`src/rtl/irq_pkg.sv`:
```
// Shared constants and helpers for the interrupt controller and its arbiters.
package irq_pkg;

  localparam int DEF_N_SRC      = 8;
  localparam int DEF_NEST_DEPTH = 2;
  localparam int STATUS_IE_BIT  = 0;

  // Width of a source ID; kept at least one bit so a 2-source build still has a real field.
  function automatic int id_w(input int n);
    return (n <= 2) ? 1 : $clog2(n);
  endfunction

endpackage

```
`src/rtl/prio_enc.sv`:
```
// Lowest-index-first priority encoder; reusable by any fixed-priority arbiter.
module prio_enc #(
  parameter int N     = 8,
  parameter int IDX_W = $clog2(N)
) (
  input  logic [N-1:0]     req_i,
  output logic [IDX_W-1:0] idx_o,
  output logic             any_o
);

  // Scan from the top down so the lowest set index is the last one written.
  always_comb begin
    idx_o = '0;
    any_o = 1'b0;
    for (int i = N - 1; i >= 0; i--) begin
      if (req_i[i]) begin
        idx_o = IDX_W'(i);
        any_o = 1'b1;
      end
    end
  end

endmodule

```
`src/rtl/irq_nest_ctrl.sv`:
```
// Nested interrupt controller: latches/level-tracks requests, picks the
// highest-priority eligible source and manages a small stack of active handler IDs.
// The handler "FSM" is implicit in depth: 0 is idle, k>0 means k nested handlers.
module irq_nest_ctrl
  import irq_pkg::*;
#(
  parameter int               N_SRC      = DEF_N_SRC,
  parameter int               NEST_DEPTH = DEF_NEST_DEPTH,
  parameter logic [N_SRC-1:0] EDGE_SRC   = '0,
  localparam int              ID_W       = id_w(N_SRC),
  localparam int              DEP_W      = $clog2(NEST_DEPTH + 1)
) (
  input  logic             clk,
  input  logic             rst_n,
  input  logic [N_SRC-1:0] irq_src,
  input  logic [N_SRC-1:0] intmask,
  input  logic             status_ie,
  input  logic             ex_valid,
  input  logic             eret,
  output logic             take_irq,
  output logic [ID_W-1:0]  irq_id,
  output logic [N_SRC-1:0] scause,
  output logic [DEP_W-1:0] depth,
  output logic             in_exception,
  output logic [N_SRC-1:0] pend,
  output logic             err_underflow
);

  logic [N_SRC-1:0] prev_q, pend_q, pend_d;
  logic [N_SRC-1:0] pend_v, elig, set_v, clr_v;
  logic [ID_W-1:0]  sel, top_id;
  logic             any;
  logic [ID_W-1:0]  stack_q [NEST_DEPTH];
  logic [DEP_W-1:0] depth_q, depth_d;
  logic             take_q, take_d;
  logic             err_q, err_d;
  logic             can_nest, pop;

  // Edge sources come from the latched bits, level sources straight from the line.
  assign pend_v = (pend_q & EDGE_SRC) | (irq_src & ~EDGE_SRC);
  assign elig   = pend_v & ~intmask;

  prio_enc #(
    .N     (N_SRC),
    .IDX_W (ID_W)
  ) u_sel (
    .req_i (elig),
    .idx_o (sel),
    .any_o (any)
  );

  // Top-of-stack ID; reads 0 when no handler is active.
  always_comb begin
    top_id = '0;
    for (int i = 0; i < NEST_DEPTH; i++) begin
      if (depth_q == DEP_W'(i + 1)) top_id = stack_q[i];
    end
  end

  // Take decision, depth bookkeeping and edge-pending update; eret always beats a take.
  always_comb begin
    can_nest = (depth_q == '0) ||
               ((depth_q < DEP_W'(NEST_DEPTH)) && (sel < top_id));
    take_d   = status_ie && ex_valid && any && !eret && can_nest;
    pop      = eret && (depth_q != '0);
    err_d    = err_q | (eret && (depth_q == '0));
    depth_d  = depth_q;
    if (take_d)   depth_d = depth_q + DEP_W'(1);
    else if (pop) depth_d = depth_q - DEP_W'(1);
    // A new edge in the take cycle must survive the clear, so set is applied last.
    set_v    = irq_src & ~prev_q & EDGE_SRC;
    clr_v    = take_d ? (N_SRC'(1) << sel) : '0;
    pend_d   = ((pend_q & ~clr_v) | set_v) & EDGE_SRC;
  end

  // Controller state; the asynchronous reset keeps take_irq low throughout reset.
  always_ff @(posedge clk or negedge rst_n) begin
    if (!rst_n) begin
      prev_q  <= '0;
      pend_q  <= '0;
      depth_q <= '0;
      take_q  <= 1'b0;
      err_q   <= 1'b0;
      for (int i = 0; i < NEST_DEPTH; i++) stack_q[i] <= '0;
    end else begin
      prev_q  <= irq_src;
      pend_q  <= pend_d;
      depth_q <= depth_d;
      take_q  <= take_d;
      err_q   <= err_d;
      for (int i = 0; i < NEST_DEPTH; i++) begin
        if (take_d && (depth_q == DEP_W'(i))) stack_q[i] <= sel;
      end
    end
  end

  assign take_irq      = take_q;
  assign irq_id        = top_id;
  assign depth         = depth_q;
  assign in_exception  = (depth_q != '0);
  assign scause        = (depth_q != '0) ? (N_SRC'(1) << top_id) : '0;
  assign pend          = pend_v;
  assign err_underflow = err_q;

endmodule
```
`config.mk`:
```
export PLATFORM = sky130hd
export DESIGN_NAME = irq_nest_ctrl
export DESIGN_NICKNAME = d
export VERILOG_FILES = /design/src/rtl/irq_pkg.sv /design/src/rtl/prio_enc.sv /design/src/rtl/irq_nest_ctrl.sv
export SDC_FILE = /design/constraint.sdc
export NUM_CORES = 1
export LEC_CHECK = 0
export ABC_AREA = 0
export CAP_MARGIN = 0
export CORE_ASPECT_RATIO = 1.1
export CORE_MARGIN = 8
export CORE_UTILIZATION = 36
export CTS_CLUSTER_DIAMETER = 80
export DETAILED_ROUTE_END_ITERATION = 12
export PLACE_DENSITY = 0.87
export SLEW_MARGIN = 20
export SYNTH_ARGS = -nofsm -noshare
export SYNTH_HDL_FRONTEND = slang
export SYNTH_SLANG_ARGS = --single-unit
export TNS_END_PERCENT = 50
```
`constraint.sdc`:
```
create_clock -name clk -period 2.95 [get_ports clk]
set_clock_uncertainty 0.05 [all_clocks]
set_input_delay 0.59 -clock clk [delete_from_list [all_inputs] [get_ports clk]]
set_output_delay 0.59 -clock clk [all_outputs]
set_load 0.01 [all_outputs]
```
==> results of run 1 <==
worst reg2reg max path, stage by stage (launching register included):
cell and delay, ns:
dfrtp_1 0.42, inv_1 0.11, ha_2 0.28, nor2_1 0.08, a21oi_2 0.21, ha_4 0.25, a211o_1 0.29, a211oi_2 0.14
a21boi_2 0.22, o311a_4 0.22, mux2_4 0.31
per-stage QoR:
step | cells | instance area (um2) | total power [mW]
after detailed placement | 181 | 1458 | 0.8026
after global placement | 181 | 1458 | 0.7745
after global routing | 193 | 1674 | 1.085
after floorplan | 97 | 907.1 | 0.5415
final | 193 | 1674 | 1.023
after CTS | 190 | 1589 | 0.9656
kinds of logic (layout without fill, tap and decap cells):
family | after synthesis | in the layout | synth area share [%]
AO/OA/AOI/OAI | 21 | 21 | 19.39
buffers and inverters | 16 | 81 | 9.973
adder cells (fa/ha/maj) | 5 | 5 | 6.925
XOR/XNOR | 1 | 1 | 0.9697
multiplexers | 6 | 6 | 8.725
flip-flops | 10 | 10 | 27.70
AND/OR/NAND/NOR | 38 | 38 | 26.32
area by class of cell:
type	instances	share of cell area, %
multi-input combinational	71	42.60
inverter	7	1.570
tap	31	2.317
timing repair buffer	70	36.40
clock buffer	4	2.167
sequential	10	14.95
layout by cell type (no fill, tap or decap), types with 2 or more instances in the layout:
master and n:
buf_4 26, clkdlybuf4s50_1 23, dfrtp_1 10, dlygate4sd2_1 10
inv_1 7, nand2_1 6, nor2b_4 6, nor2_1 4
nor4_1 4, nor3_1 4, buf_2 4, dlymetal6s2s_1 4
mux2_2 3, mux2_4 3, clkbuf_4 3, a21oi_2 2
o21a_1 2, nand2b_4 2, a211oi_2 2, nor3_2 2
a21oi_1 2, o21ai_0 2, ha_2 2, ha_1 2
layer usage:
metal / global-route usage, % / up-vias / share of wire [%]
li1: - / 470 / -
met5: 0 / - / 0
met3: 2.746 / 6 / 3.5
met1: 14.04 / 466 / 41
met4: 5.014 / 0 / 1.4
met2: 29.40 / 32 / 54
registers in the layout, indices dropped and copies added, names as in the netlist:
| register | cells |
|---|---|
| err_underflow | 1 |
| depth | 2 |
| take_irq | 1 |
| stack_q | 6 |
path summary, 6_finish.rpt:
path,end,slack (ns),cells past startpoint
worst min register to register,err_underflow,0.43,1
worst min-delay path,err_underflow,0.43,1
worst max register to register,stack_q[0],0.25,10
min in group asynchronous,err_underflow,0.59,1
worst max-delay path,scause[1],-0.01,7
max in group asynchronous,stack_q[2],1.94,1
repair_timing:
| item | in CTS | in global routing |
|---|---|---|
| setup endpoints to repair | 13 | 9 |
| pin swaps | 9 | 10 |
| gates resized for setup | 52 | 17 |
| buffers inserted | 5 | 3 |
power breakdown:
group | internal, mW | switching, mW | leakage (nW) | total (mW)
sequential | 0.186 | 0.0401 | 0.126 | 0.226
clock | 0.0750 | 0.0484 | 0.0210 | 0.123
combinational | 0.354 | 0.320 | 0.681 | 0.674
total | 0.615 | 0.408 | 0.827 | 1.02
==> run metrics, run 1 <==
status finished, violations left; failing checks negative setup slack; CTS Buffer Depth 2; Die Ht 68.54 um; Worst setup SP type flip-flop; Synth Area per Inst 9.313 um2; Final #Nets 189; Crit Reg-Reg Startpoint depth[0]; clock sinks 10; ratio of cells with drive above 1 in the final layout 43.83%; clock period minus worst slack 2.961 ns; Crit path max-delay family buffers and inverters; post-synthesis async set-or-reset flop share 100.0%; gpl congestion about 0.80; syn_nets around 120; CP bufs+invs 3; Final setup viols 2; period utilization 100.4%; FP Rows 19; total CTS buffers 3; DP HPWL 2399 um; Final Max Slew Viols 0; Clk pin slew, worst setup/hold paths approximately 0.07 ns; ant diodes 0; DRT Wirelength 3253 um; Worst-Skew Late Latency 0.27 ns; Synth area leaders dfrtp_1 (28%), ha_1 (6.9%), buf_4 (6.6%); distinct cell type count after synthesis 36; Worst Min Path Start err_underflow; Crit-path slowest cell clkdlybuf4s50_1; initial DRC count 10; worst path required time 2.31 ns; DR DRC count 0; Power Density 611.3 nW/um2; Hold Fails Final Rpt 0; max incr delay on CP 0.58 ns; Storage cell area 250.2 um2; root buffer cell clkbuf_4; Rel. slew slack 68.85%; hold_ws ~0.43 ns; Setup WS post-layout -0.01134 ns; P&R area growth vs syn 85.32%; first-pass GRT wire length 4981 um; Worst Path Arrival around 2.3 ns; Synth Instances 97; I/O Pins 45; width of the die 63.76 um; Hold Path Class reg2reg; Util after Layout between 60% and 70%; Commonest cells post-synth dfrtp_1 (10), buf_4 (8), inv_1 (7), nand2_1 (7), nor3_1 (6); Critical Path Start depth[0]; sequential-to-total area share from yosys stat 27.70%; IO Port Bufs 44; Vias/cell ~5.0; Top FF cell, synth dfrtp_1; CP max FO 8; die area 4370 um2; endpoint class of the critical path primary output; Setup TNS -0.01186 ns; Worst-Margin Slew 0.4658 ns; # H-tree levels 1; worst slack, placed -0.5642 ns; ANT nets after route 0; Post-synth EDFFs 0; cell with the most instances after synthesis dfrtp_1; Post-Syn Area 903.4 um2; Initial Utilization 36.89%; Seq cells post-synth 10; static leakage ~0.83 nW; Hold Buf Count CTS 0; Max VDD drop 0.0004076 V; router iterations before antenna repair 3; RSZ-0062 raised after global routing true; critical path type reg2out; Yosys top cell by area dfrtp_1; area occupied by multi-input gates 713.2 um2; vias in the first global route 1038; filler instances 174; pin count of the biggest net entering global routing 12; crit-path cells inv_1 -> ha_2 -> and3b_1 -> a21oi_2 -> buf_4 -> nor3_1 -> clkdlybuf4s50_1; GRT Util Overall 14.27%; yosys warns 0; initial antenna violation count 0; routed vias 974; final global-route overflow total 0; max cap viols 0; Peak Freq roughly 340 MHz; Yosys top cell area share 27.70%; routed len/inst about 17 um; core area 2449 um2; CTS tree done
Note: power is estimated with default switching activity, not from simulation.
==> inputs of run 2 (changes only) <==
Settings changed: PLACE_DENSITY 0.87 to not set, PLACE_DENSITY_LB_ADDON set to 0.25.
==> run metrics, run 2 (synthesized netlist as in run 1, its figures left out) <==
pin count of the biggest net entering global routing 12; Rel. slew slack 68.49%; Hold Path Class reg2reg; Worst setup SP type input port; status complete, no violations; Crit-path slowest cell or4_4; ant diodes 0; Peak Freq 348.2 MHz; vias in the first global route 1127; static leakage 0.8107 nW; DP HPWL 2394 um; endpoint class of the critical path flip-flop; CTS tree done; Util after Layout 65.41%; max cap viols 0; IO Port Bufs 44; max incr delay on CP 0.52 ns; root buffer cell clkbuf_4; filler instances around 230; Die Ht 68.54 um; width of the die 63.76 um; FP Rows 19; routed vias about 1000; period utilization a little over nine tenths; initial DRC count 10; gpl congestion 0.7967; routed len/inst roughly 16 um; Final Max Slew Viols 0; CP max FO 3; clock period minus worst slack 2.872 ns; I/O Pins 45; worst slack, placed -0.5824 ns; Initial Utilization 36.89%; Final setup viols 0; ratio of cells with drive above 1 in the final layout 41.46%; initial antenna violation count 0; DR DRC count 0; Max VDD drop around 0.00057 V; Setup TNS 0 ns; crit-path cells buf_6 -> nor2b_4 -> or4_4 -> and2b_2 -> ha_4 -> a211o_1 -> a211oi_2 -> a21boi_2 -> o311a_4 -> mux2_4; Worst-Skew Late Latency 0.26 ns; clock sinks 10; Worst-Margin Slew 0.4712 ns; Storage cell area around 250 um2; CTS Buffer Depth 2; router iterations before antenna repair 2; Placed Instance Area roughly 1500 um2; critical path type in2reg; Vias/cell just over 5; GRT Util Overall 14.50%; Power Density 604.5 nW/um2; final global-route overflow total 0; area occupied by multi-input gates 645.6 um2; P&R area growth vs syn 77.29%; ANT nets after route 0; commonest cells after routing, fill and taps aside buf_4 (28), clkdlybuf4s50_1 (20), dlygate4sd2_1 (14), dfrtp_1 (10); Setup WS post-layout 0.07806 ns; commonest non-fill, non-tap cell in the layout buf_4; die area 4370 um2; Hold Fails Final Rpt 0; Design Area, Final 1602 um2; Clk pin slew, worst setup/hold paths about 0.070 ns; flip-flop count of the largest register after layout 6; # H-tree levels 1; RSZ-0062 raised after global routing false; Worst Path Arrival slightly below 3 ns; core area between 2000 and 2500 um2; worst path required time 3.05 ns; first-pass GRT wire length approximately 5000 um; Reg with most FFs stack_q; DRT Wirelength between 3000 and 4000 um; Final #Nets 191; total CTS buffers 3
-- run 2: report_power, final --
part	internal (mW)	total [mW]	switching (mW)	leakage, nW
Combinational	0.321	0.620	0.298	0.664
Sequential	0.186	0.225	0.0395	0.126
Clock	0.0748	0.123	0.0482	0.0210
-- run 2: area by class of cell --
cell class | count | share of cell area, %
well taps | 31 | 2.422
multi-input cells | 71 | 40.31
clock buffers | 4 | 2.266
inverters | 7 | 1.641
repair buffers | 72 | 37.73
flip-flops and latches | 10 | 15.62
-- run 2: per-stage QoR --
stage               hold WS (ns)  cells  power (mW)
global placement          0.3929    180      0.7824
detailed placement        0.3929    180      0.8126
floorplan                 0.2444     97      0.5415
finish                    0.4128    195      0.9681
global route              0.4178    195       1.042
CTS                       0.4124    194      0.9681
-- run 2: worst paths after layout --
| check | start | end | slack, ns | cells after the start |
|---|---|---|---|---|
| max | irq_src[1] | stack_q[1] | 0.08 | 10 |
| min | err_underflow | err_underflow | 0.41 | 1 |
| max reg2reg | depth[1] | stack_q[1] | 0.20 | 10 |
| min reg2reg | err_underflow | err_underflow | 0.41 | 1 |
| max in group asynchronous | rst_n | stack_q[3] | 1.93 | 1 |
| min in group asynchronous | rst_n | depth[1] | 0.60 | 1 |
-- run 2: per-layer routing --
layer	track usage (%)	share of wire (%)	up-vias	wire, um
li1	-	-	475	-
met1	13.64	40	454	1212
met2	29.15	51	45	1562
met3	3.877	7.0	8	214
met4	6.685	1.9	0	58
met5	0	0	-	0
-- run 2: critical path, delay by kind of cell --
kind / cells / cell delay, ns
and+or+nand+nor: 3 / 0.90
AOI/OAI and AO/OA: 4 / 0.88
muxes: 1 / 0.30
adders and majority gates: 1 / 0.20
buffers and inverters: 1 / 0.09
-- run 2: timing repair --
| action | CTS | global route |
|---|---|---|
| pin swaps | 7 | 6 |
| gates cloned | 0 | 0 |
| hold buffers | 0 | 0 |
| buffers inserted | 10 | 1 |
| endpoints found under the setup margin | 14 | 6 |
| gates resized for setup | 56 | 7 |
